### src/rtl/file_io_arbiter.sv
// Round-robin arbiter that shares one simulation file I/O handler between N_REQ
// per-core detectors, routing completions back and guarding against lost ones.
module file_io_arbiter #(
  parameter int unsigned N_REQ          = 4,
  parameter int unsigned TIMEOUT_CYCLES = 0
) (
  input  logic                     clk,
  input  logic                     res_n,
  input  logic [N_REQ-1:0]         req_valid,
  input  logic [N_REQ*32-1:0]      req_instr,
  input  logic [N_REQ*32-1:0]      req_a0,
  input  logic [N_REQ*32-1:0]      req_a1,
  input  logic [N_REQ*32-1:0]      req_a2,
  output logic [N_REQ-1:0]         req_complete,
  output logic                     sim_valid,
  output logic [31:0]              sim_instr,
  output logic [31:0]              sim_a0,
  output logic [31:0]              sim_a1,
  output logic [31:0]              sim_a2,
  output logic [$clog2(N_REQ)-1:0] sim_req_id,
  input  logic                     sim_complete,
  output logic                     busy,
  output logic [N_REQ-1:0]         err_overrun,
  output logic                     err_timeout
);

  localparam int unsigned     ID_W    = $clog2(N_REQ);
  localparam bit              TO_EN   = (TIMEOUT_CYCLES != 0);
  localparam logic [31:0]     TO_LAST = TO_EN ? 32'(TIMEOUT_CYCLES - 1) : 32'd0;
  localparam logic [ID_W-1:0] LAST_ID = ID_W'(N_REQ - 1);

  typedef enum logic [1:0] {
    IDLE,
    ISSUE,
    WAIT_CPL
  } state_e;

  state_e            stateQ, stateD;
  logic [N_REQ-1:0]  pendQ, pendD;
  logic [31:0]       instrQ [N_REQ];
  logic [31:0]       instrD [N_REQ];
  logic [31:0]       a0Q    [N_REQ];
  logic [31:0]       a0D    [N_REQ];
  logic [31:0]       a1Q    [N_REQ];
  logic [31:0]       a1D    [N_REQ];
  logic [31:0]       a2Q    [N_REQ];
  logic [31:0]       a2D    [N_REQ];
  logic [ID_W-1:0]   grantQ, grantD;
  logic [ID_W-1:0]   lastGrantQ, lastGrantD;
  logic [31:0]       cntQ, cntD;
  logic [31:0]       simInstrQ, simInstrD;
  logic [31:0]       simA0Q, simA0D;
  logic [31:0]       simA1Q, simA1D;
  logic [31:0]       simA2Q, simA2D;
  logic [ID_W-1:0]   simReqIdQ, simReqIdD;
  logic [N_REQ-1:0]  reqCompleteQ, reqCompleteD;
  logic [N_REQ-1:0]  errOverrunQ, errOverrunD;
  logic              errTimeoutQ, errTimeoutD;

  logic              relGrant;
  logic              timeoutHit;
  logic              found;
  logic [ID_W-1:0]   pick;
  logic [ID_W-1:0]   cand;

  // First pending slot after the last completed grant, wrapping modulo N_REQ.
  always_comb begin
    found = 1'b0;
    pick  = '0;
    cand  = '0;
    for (int k = 1; k <= int'(N_REQ); k++) begin
      cand = ID_W'((int'(lastGrantQ) + k) % int'(N_REQ));
      if (!found && pendQ[cand]) begin
        found = 1'b1;
        pick  = cand;
      end
    end
  end

  assign timeoutHit = TO_EN && (cntQ == TO_LAST);

  always_comb begin
    stateD       = stateQ;
    grantD       = grantQ;
    lastGrantD   = lastGrantQ;
    cntD         = cntQ;
    simInstrD    = simInstrQ;
    simA0D       = simA0Q;
    simA1D       = simA1Q;
    simA2D       = simA2Q;
    simReqIdD    = simReqIdQ;
    reqCompleteD = '0;
    errTimeoutD  = errTimeoutQ;
    relGrant     = 1'b0;
    case (stateQ)
      IDLE: begin
        if (found) begin
          grantD    = pick;
          simInstrD = instrQ[pick];
          simA0D    = a0Q[pick];
          simA1D    = a1Q[pick];
          simA2D    = a2Q[pick];
          simReqIdD = pick;
          stateD    = ISSUE;
        end
      end
      ISSUE: begin
        cntD   = '0;
        stateD = WAIT_CPL;
      end
      WAIT_CPL: begin
        if (sim_complete || timeoutHit) begin
          relGrant             = 1'b1;
          reqCompleteD[grantQ] = 1'b1;
          lastGrantD           = grantQ;
          stateD               = IDLE;
          if (!sim_complete) begin
            errTimeoutD = 1'b1;
          end
        end else begin
          cntD = cntQ + 32'd1;
        end
      end
      default: stateD = IDLE;
    endcase
  end

  // A fresh request to the slot being released this cycle is captured, not an overrun.
  always_comb begin
    pendD       = pendQ;
    instrD      = instrQ;
    a0D         = a0Q;
    a1D         = a1Q;
    a2D         = a2Q;
    errOverrunD = errOverrunQ;
    for (int i = 0; i < int'(N_REQ); i++) begin
      if (req_valid[i] && (!pendQ[i] || (relGrant && grantQ == ID_W'(i)))) begin
        pendD[i]  = 1'b1;
        instrD[i] = req_instr[32*i +: 32];
        a0D[i]    = req_a0[32*i +: 32];
        a1D[i]    = req_a1[32*i +: 32];
        a2D[i]    = req_a2[32*i +: 32];
      end else if (req_valid[i]) begin
        errOverrunD[i] = 1'b1;
      end else if (relGrant && grantQ == ID_W'(i)) begin
        pendD[i] = 1'b0;
      end
    end
  end

  always_ff @(posedge clk) begin
    if (!res_n) begin
      stateQ <= IDLE;
    end else begin
      stateQ <= stateD;
    end
  end

  always_ff @(posedge clk) begin
    if (!res_n) begin
      pendQ        <= '0;
      grantQ       <= '0;
      lastGrantQ   <= LAST_ID;
      cntQ         <= '0;
      simInstrQ    <= '0;
      simA0Q       <= '0;
      simA1Q       <= '0;
      simA2Q       <= '0;
      simReqIdQ    <= '0;
      reqCompleteQ <= '0;
      errOverrunQ  <= '0;
      errTimeoutQ  <= 1'b0;
      for (int i = 0; i < int'(N_REQ); i++) begin
        instrQ[i] <= '0;
        a0Q[i]    <= '0;
        a1Q[i]    <= '0;
        a2Q[i]    <= '0;
      end
    end else begin
      pendQ        <= pendD;
      grantQ       <= grantD;
      lastGrantQ   <= lastGrantD;
      cntQ         <= cntD;
      simInstrQ    <= simInstrD;
      simA0Q       <= simA0D;
      simA1Q       <= simA1D;
      simA2Q       <= simA2D;
      simReqIdQ    <= simReqIdD;
      reqCompleteQ <= reqCompleteD;
      errOverrunQ  <= errOverrunD;
      errTimeoutQ  <= errTimeoutD;
      instrQ       <= instrD;
      a0Q          <= a0D;
      a1Q          <= a1D;
      a2Q          <= a2D;
    end
  end

  assign sim_valid    = (stateQ == ISSUE);
  assign busy         = (stateQ != IDLE);
  assign sim_instr    = simInstrQ;
  assign sim_a0       = simA0Q;
  assign sim_a1       = simA1Q;
  assign sim_a2       = simA2Q;
  assign sim_req_id   = simReqIdQ;
  assign req_complete = reqCompleteQ;
  assign err_overrun  = errOverrunQ;
  assign err_timeout  = errTimeoutQ;

endmodule

### config.mk
export PLATFORM = sky130hd
export DESIGN_NAME = file_io_arbiter
export DESIGN_NICKNAME = d
export VERILOG_FILES = /design/src/rtl/file_io_arbiter.sv
export SDC_FILE = /design/constraint.sdc
export NUM_CORES = 1
export LEC_CHECK = 0
export ABC_AREA = 1
export ABC_CLOCK_PERIOD_IN_PS = 1800
export BUFFER_PORTS_ARGS = -buffer_cell sky130_fd_sc_hd__buf_2
export CAP_MARGIN = 20
export CELL_PAD_IN_SITES_DETAIL_PLACEMENT = 0
export CELL_PAD_IN_SITES_GLOBAL_PLACEMENT = 1
export CORE_UTILIZATION = 34
export DETAILED_ROUTE_END_ITERATION = 10
export PLACE_DENSITY_LB_ADDON = 0.25
export SYNTH_ARGS = -nofsm -noshare
export SYNTH_HDL_FRONTEND = slang
export SYNTH_SLANG_ARGS = --single-unit
### constraint.sdc
create_clock -name clk -period 1.8 [get_ports clk]
set_input_delay 0.36 -clock clk [delete_from_list [all_inputs] [get_ports clk]]
set_output_delay 0.36 -clock clk [all_outputs]
set_load 0.02 [all_outputs]
Word level (Yosys, flattened, before mapping)
Index checks and enable logic that the tools add are counted.

Register bits after elaboration: 658. Input bits: 519. Output and inout port bits: 141. Logic and storage cells: 148.

$add $sub $neg: 4. $lt $le $gt $ge: 7. Equal/unequal tests: 11. Multiplexer cells: 47. Bitwise logic cells: 5. Reductions and logical operators: 42.

Operators with widths (number): $bmux W32 S2 (4); $mux W32 (8); $mux W1 (23); $reduce_and A2 Y1 (11); $lt A2 B3 Y1 const B (5); $logic_and A1 B1 Y1 (12); $mux W2 (6); $reduce_bool A2 Y1 (5); $bmux W1 S2 (4); $ne A2 B1 Y1 const B (4); $logic_not A1 Y1 (7); $eq A2 B2 Y1 const B (3); $pmux W2 S3 (1); $add A2 B1 Y2 const B (2); $add A2 B2 Y2 const B (2); $eq A2 B1 Y1 const B (2); $logic_not A2 Y1 (2); $logic_or A1 B1 Y1 (4); $ne A2 B2 Y1 const B (2); $not A1 Y1 (4); $ge A3 B3 Y1 const B (1); $not A2 Y3 (1); $reduce_and A3 Y1 (1); $demux W1 S2 (1); $ge A2 B1 Y1 const B (1).

Logic depth before layout (Yosys ltp)
Depth after elaboration: 17. Gate-level depth with buffers: 17. Mapped depth without buffers: 14.

Worst setup path before layout
Ideal clock, no wire load.

Kind: reg2reg. Start: register lastGrantQ[1]. End: register simInstrQ[22] (netlist: sim_instr[22]). Library setup time: 0.109 ns. Data arrival time: 1.651 ns. Data required time: 1.691 ns. Slack: 0.040 ns. Stages on the path, launching flop included: 16. Buffers on the path: 3. Clock period less this slack: 1.760 ns. Cell sequence: dfxtp_1 > buf_4 > inv_2 > nand2_1 > nand2_1 > nand2_1 > nand2_1 > inv_2 > nand3_4 > nand2_1 > inv_2 > clkbuf_1 > buf_2 > nand3_1 > nand2_1 > inv_1.

Longest elaborated chain between the ends: 17. Elaborated cells on any way between the ends: 31. Classes of those cells: add/sub: 4; mux: 19; bitwise: 1; reduce/logical: 7.

RTL lines: start, declared (RTL line 49) `logic [ID_W-1:0] lastGrantQ, lastGrantD;`; start signal, assigned (RTL line 182) `lastGrantQ <= lastGrantD;`; $add A2 B1 Y2 (RTL line 72) `cand = ID_W'((int'(lastGrantQ) + k) % int'(N_REQ));`; $bmux W1 S2 (RTL line 73) `if (!found && pendQ[cand]) begin`; $mux W1 (implied by the code) (RTL line 73); $mux W1 (RTL line 73); $logic_not A1 Y1 (RTL line 73); $logic_and A1 B1 Y1 (RTL line 73); $mux W1 (RTL line 73); $logic_not A1 Y1 (RTL line 73); $logic_and A1 B1 Y1 (RTL line 73); $mux W1 (RTL line 73); $logic_not A1 Y1 (RTL line 73); $logic_and A1 B1 Y1 (RTL line 73); $mux W2 (RTL line 73); $not A2 Y3 (implied by the code) (RTL line 99) `simInstrD = instrQ[pick];`; $bmux W32 S2 (RTL line 99); $mux W32 (implied by the code) (2 in series) (RTL line 99); end signal, assigned (RTL line 184) `simInstrQ <= simInstrD;`; end, declared (RTL line 51) `logic [31:0] simInstrQ, simInstrD;`.

Parallel ways exist; a longest one is shown, timed or not. The select of a mux whose other input is x is not followed. A chain may end at the register's enable or synchronous reset.

Worst setup path after layout
Start: register lastGrantQ[0]. End: register simA2Q[10] (netlist: sim_a2[10]).

Longest elaborated chain between the ends: 17. Elaborated cells on any way between the ends: 31. Classes of those cells: add/sub: 4; mux: 19; bitwise: 1; reduce/logical: 7.

RTL lines: $add A2 B1 Y2 (RTL line 72); $bmux W1 S2 (RTL line 73); $mux W1 (implied by the code) (RTL line 73); $mux W1 (RTL line 73); $logic_not A1 Y1 (RTL line 73); $logic_and A1 B1 Y1 (RTL line 73); $mux W1 (RTL line 73); $logic_not A1 Y1 (RTL line 73); $logic_and A1 B1 Y1 (RTL line 73); $mux W1 (RTL line 73); $logic_not A1 Y1 (RTL line 73); $logic_and A1 B1 Y1 (RTL line 73); $mux W2 (RTL line 73); $not A2 Y3 (implied by the code) (RTL line 102) `simA2D = a2Q[pick];`; $bmux W32 S2 (RTL line 102); $mux W32 (implied by the code) (2 in series) (RTL line 102); end signal, assigned (RTL line 187) `simA2Q <= simA2D;`; end, declared (RTL line 54) `logic [31:0] simA2Q, simA2D;`.

Parallel ways exist; a longest one is shown, timed or not. The select of a mux whose other input is x is not followed.

==> reports/metrics.yaml <==
run_status:
  run_status: "finished, violations left"
  failed_checks: "setup timing"
floorplan:
  floorplan.io_pins: 660
  fp.coreArea_sq_um: 82200
  initial_cell_density_of_the_core_pct: 34.5
  row_count: 105
  dieHeight_um: 291
  die_area_sq_um: 84500
  die_w_um: 291
grt:
  initial_antenna_violation_count: 12
  globalRouteTotalUtil_pct: 25.7
  grt_first_pass_wirelength_um: 169000
  grt_overflow_total: 0
  grt_max_degree: 84
  first_global_vias: 28700
critical_path:
  setup.worst_path.start: "lastGrantQ[0]"
  r2r-start: "lastGrantQ[0]"
  critPathKind: "reg2reg"
  timing.critical_path.required_ns: 2.30
  category_of_the_worst_setup_path_capture_point: "flip-flop"
  cp-start-kind: "flip-flop"
  crit_fanout: 8
  arrival_ns: 2.63
  reg2reg_depth: 16
cts:
  cts_sinks: 658
  clock_tree_from_tritoncts: "yes"
  cts_max_level: 3
  clk_pin_slew_ns: 0.06
  number_of_cts_inserted_buffers: 75
  clock_path_buffers: 3
  clock_tree.root_cell: "sky130_fd_sc_hd__clkbuf_16"
  worstSkewPairLatency_ns: 0.62
placement:
  place.detailed.instances: 5760
  globalplace.congestion: 0.856
  place.port_buffers: 658
  detailed_place_hpwl_um: 77600
detailed_routing:
  firstDrtPassIters: 7
  via_count: 29400
  post-route-drc-count: 0
  postRouteAntennaNets: 0
  first_iter_violations: 1706
  wirelength_um: 112000
  drt-wirelength-per-cell_um: 18.6
  vias_cell: 4.89
layout:
  flow.area_growth_from_synthesis_pct: 41.7
  regArea_sq_um: 13200
  post_layout_nonfiller_instances: 6015
  multi_input_gate_area_in_the_final_layout_sq_um: 11900
  drive_above_1_share_pct: 26.6
  number_of_fillers_in_the_final_layout: 8363
  fin_nets: 5399
pwr:
  pd_cells_nw_per_um2: 1290
  vdd_drop_max_v: 0.000717
  cellLeakagePower_nw: 19.4
timing:
  final.setup.tns_ns: -38.55
  finalClockSkew_ns: 0.0298
  layout_worst_path_cycle_share_pct: 118
  worst_slack_setup_final_ns: -0.331
  min_period_ns: 2.13
  max_clock_freq_mhz: 469
  grt_setup_unrepaired: "yes"
  slew_viol_final: 0
  hold_violations: 0
  setup_violators_final: 269
yosys:
  count_of_different_cell_masters_after_synthesis: 22
  gate_count_post_synth: 4056
  most_area_consuming_cells_after_synthesis: "sky130_fd_sc_hd__dfxtp_1 (46%), sky130_fd_sc_hd__nand3_1 (11%), sky130_fd_sc_hd__a21oi_1 (9.3%), sky130_fd_sc_hd__o21ai_0 (9.1%), sky130_fd_sc_hd__inv_1 (8.8%)"
  ys_ff_latch: 658
  syn_nets: 4575
  netlist.area_leader.share_pct: 46.5
  seq_area_frac_synth_pct: 46.5
  largest_area_contributor_in_the_netlist: "sky130_fd_sc_hd__dfxtp_1"
  synth.avg_cell_area_sq_um: 6.99
  number_of_warnings_issued_by_yosys: 0
  synthesis.area_sq_um: 28300
run:
  max_cap_viol_count: 0
hold_path:
  worst_hold_path.num_cells: 3
  hp-class: "in2reg"
  min-delay-start: "req_a1[1]"
## logic make-up (layout without fill, tap and decap cells)
family,Yosys count,after routing,synth area share (%)
compound gates,1045,1045,18.5
buf+inv,994,1877,14.0
flops,658,658,46.5
other cells,1,7,0.0132
simple gates,1358,1358,21.0
## worst max-delay path, cell delays in order, from the launching register on
cell                      delay (ns)
sky130_fd_sc_hd__dfxtp_4        0.41
sky130_fd_sc_hd__inv_8          0.06
sky130_fd_sc_hd__nand2_1        0.09
sky130_fd_sc_hd__nand2_2        0.08
sky130_fd_sc_hd__nand2_2        0.10
sky130_fd_sc_hd__nand2_4        0.06
sky130_fd_sc_hd__nor2_4         0.14
sky130_fd_sc_hd__nand3_4        0.14
sky130_fd_sc_hd__nand3_4        0.20
sky130_fd_sc_hd__buf_12         0.20
sky130_fd_sc_hd__buf_12         0.13
sky130_fd_sc_hd__buf_8          0.11
sky130_fd_sc_hd__nand2_1        0.05
sky130_fd_sc_hd__nand3_1        0.07
sky130_fd_sc_hd__nand3_1        0.08
sky130_fd_sc_hd__nand2_1        0.06
sky130_fd_sc_hd__inv_1          0.03
## per-stage QoR
step                total power, W  util (%)  area (sq um)  hold slack, ns  setup slack, ns
floorplan                   0.0267         -         28300           0.430           0.0398
global placement            0.0335      42.5         35000           0.434           -0.419
detailed placement          0.0335      42.5         35000           0.441           -0.463
CTS                         0.0521      48.5         39900        0.000167           -0.262
global route                0.0548      48.8         40100          0.0198           -0.446
finish                      0.0520      48.8         40100          0.0235           -0.331
## flip-flops by register name, summed over array words and instances, names as in the netlist, 4 cells and up
name          flops
a0Q             128
a1Q             128
a2Q             128
instrQ          128
sim_a0           32
sim_a1           32
sim_a2           32
sim_instr        32
err_overrun       4
pendQ             4
req_complete      4
## metal layers
| layer | GRT usage (%) | routed length (um) | vias to the layer above |
|---|---|---|---|
| met2 | 43.7 | 53500 | 808 |
| li1 | - | - | 14700 |
| met1 | 33.3 | 49200 | 13700 |
| met4 | 8.49 | 3620 | 14 |
| met3 | 3.79 | 5590 | 191 |
| met5 | 0 | 99 | - |
## final timing paths
path,slack (ns),end
max,-0.33,sim_a2[10]
max reg2reg,-0.33,sim_a2[10]
min reg2reg,0.45,err_overrun[2]
min,0.02,a1Q[97]
## area by class of cell
class	count	area share [%]
tap	1070	3.33
inverter	667	6.40
sequential	658	32.8
clock inverter	26	0.823
timing repair buffer	1074	21.4
clock buffer	110	5.56
antenna	6	0.0374
multi-input combinational	2404	29.6
## layout by cell type (no fill, tap or decap), types with 3 or more instances in the layout
master,n
sky130_fd_sc_hd__buf_2,657
sky130_fd_sc_hd__inv_1,655
sky130_fd_sc_hd__dfxtp_1,652
sky130_fd_sc_hd__nand3_1,573
sky130_fd_sc_hd__a21oi_1,522
sky130_fd_sc_hd__o21ai_0,495
sky130_fd_sc_hd__nand2_1,366
sky130_fd_sc_hd__nor2_1,270
sky130_fd_sc_hd__buf_4,197
sky130_fd_sc_hd__buf_12,104
sky130_fd_sc_hd__clkbuf_16,79
sky130_fd_sc_hd__nand3_2,74
sky130_fd_sc_hd__dlygate4sd3_1,56
sky130_fd_sc_hd__nand2_2,52
sky130_fd_sc_hd__buf_6,19
sky130_fd_sc_hd__clkbuf_8,18
sky130_fd_sc_hd__buf_16,16
sky130_fd_sc_hd__buf_8,16
sky130_fd_sc_hd__clkbuf_1,15
sky130_fd_sc_hd__clkinv_2,14
sky130_fd_sc_hd__o21ai_1,11
sky130_fd_sc_hd__o21ai_2,10
sky130_fd_sc_hd__nand2_4,9
sky130_fd_sc_hd__bufbuf_16,7
sky130_fd_sc_hd__diode_2,6
sky130_fd_sc_hd__bufinv_16,6
sky130_fd_sc_hd__inv_2,4
sky130_fd_sc_hd__inv_8,4
sky130_fd_sc_hd__nand3_4,4
sky130_fd_sc_hd__clkinv_8,4
sky130_fd_sc_hd__dfxtp_2,4
sky130_fd_sc_hd__nor3_1,3
## timing repair
action | 4_1_cts | 5_1_grt
hold endpoints to repair | 57 | 0
hold buffers | 56 | 0
buffers inserted | 36 | 1
gates cloned | 21 | 2
setup endpoints to repair | 566 | 637
pin swaps | 46 | 9
gates resized for setup | 209 | 70
## report_power, final
group | switching [W] | internal (W)
Sequential | 0.000942 | 0.0164
Clock | 0.00643 | 0.00948
Combinational | 0.0108 | 0.00791
Total | 0.0182 | 0.0338
## synth_stat cells
cell                       count
sky130_fd_sc_hd__a21oi_1     525
sky130_fd_sc_hd__nor2_4        1
sky130_fd_sc_hd__nand3_4       1
sky130_fd_sc_hd__inv_2         5
sky130_fd_sc_hd__nand2_2       2
sky130_fd_sc_hd__buf_6         1
sky130_fd_sc_hd__dfxtp_1     658
sky130_fd_sc_hd__o21ai_0     517
sky130_fd_sc_hd__buf_2        99
sky130_fd_sc_hd__nand4_1       1
sky130_fd_sc_hd__inv_1       662
sky130_fd_sc_hd__clkbuf_1    187
sky130_fd_sc_hd__nand3_2       1
sky130_fd_sc_hd__o21a_1        2
sky130_fd_sc_hd__nor2_1      273
sky130_fd_sc_hd__buf_4        30
sky130_fd_sc_hd__nand2_1     427
sky130_fd_sc_hd__conb_1        1
sky130_fd_sc_hd__a31oi_1       1
sky130_fd_sc_hd__nand3_1     649
sky130_fd_sc_hd__nor3_1        3
sky130_fd_sc_hd__buf_1        10
Power figures use the tool's default switching activity.
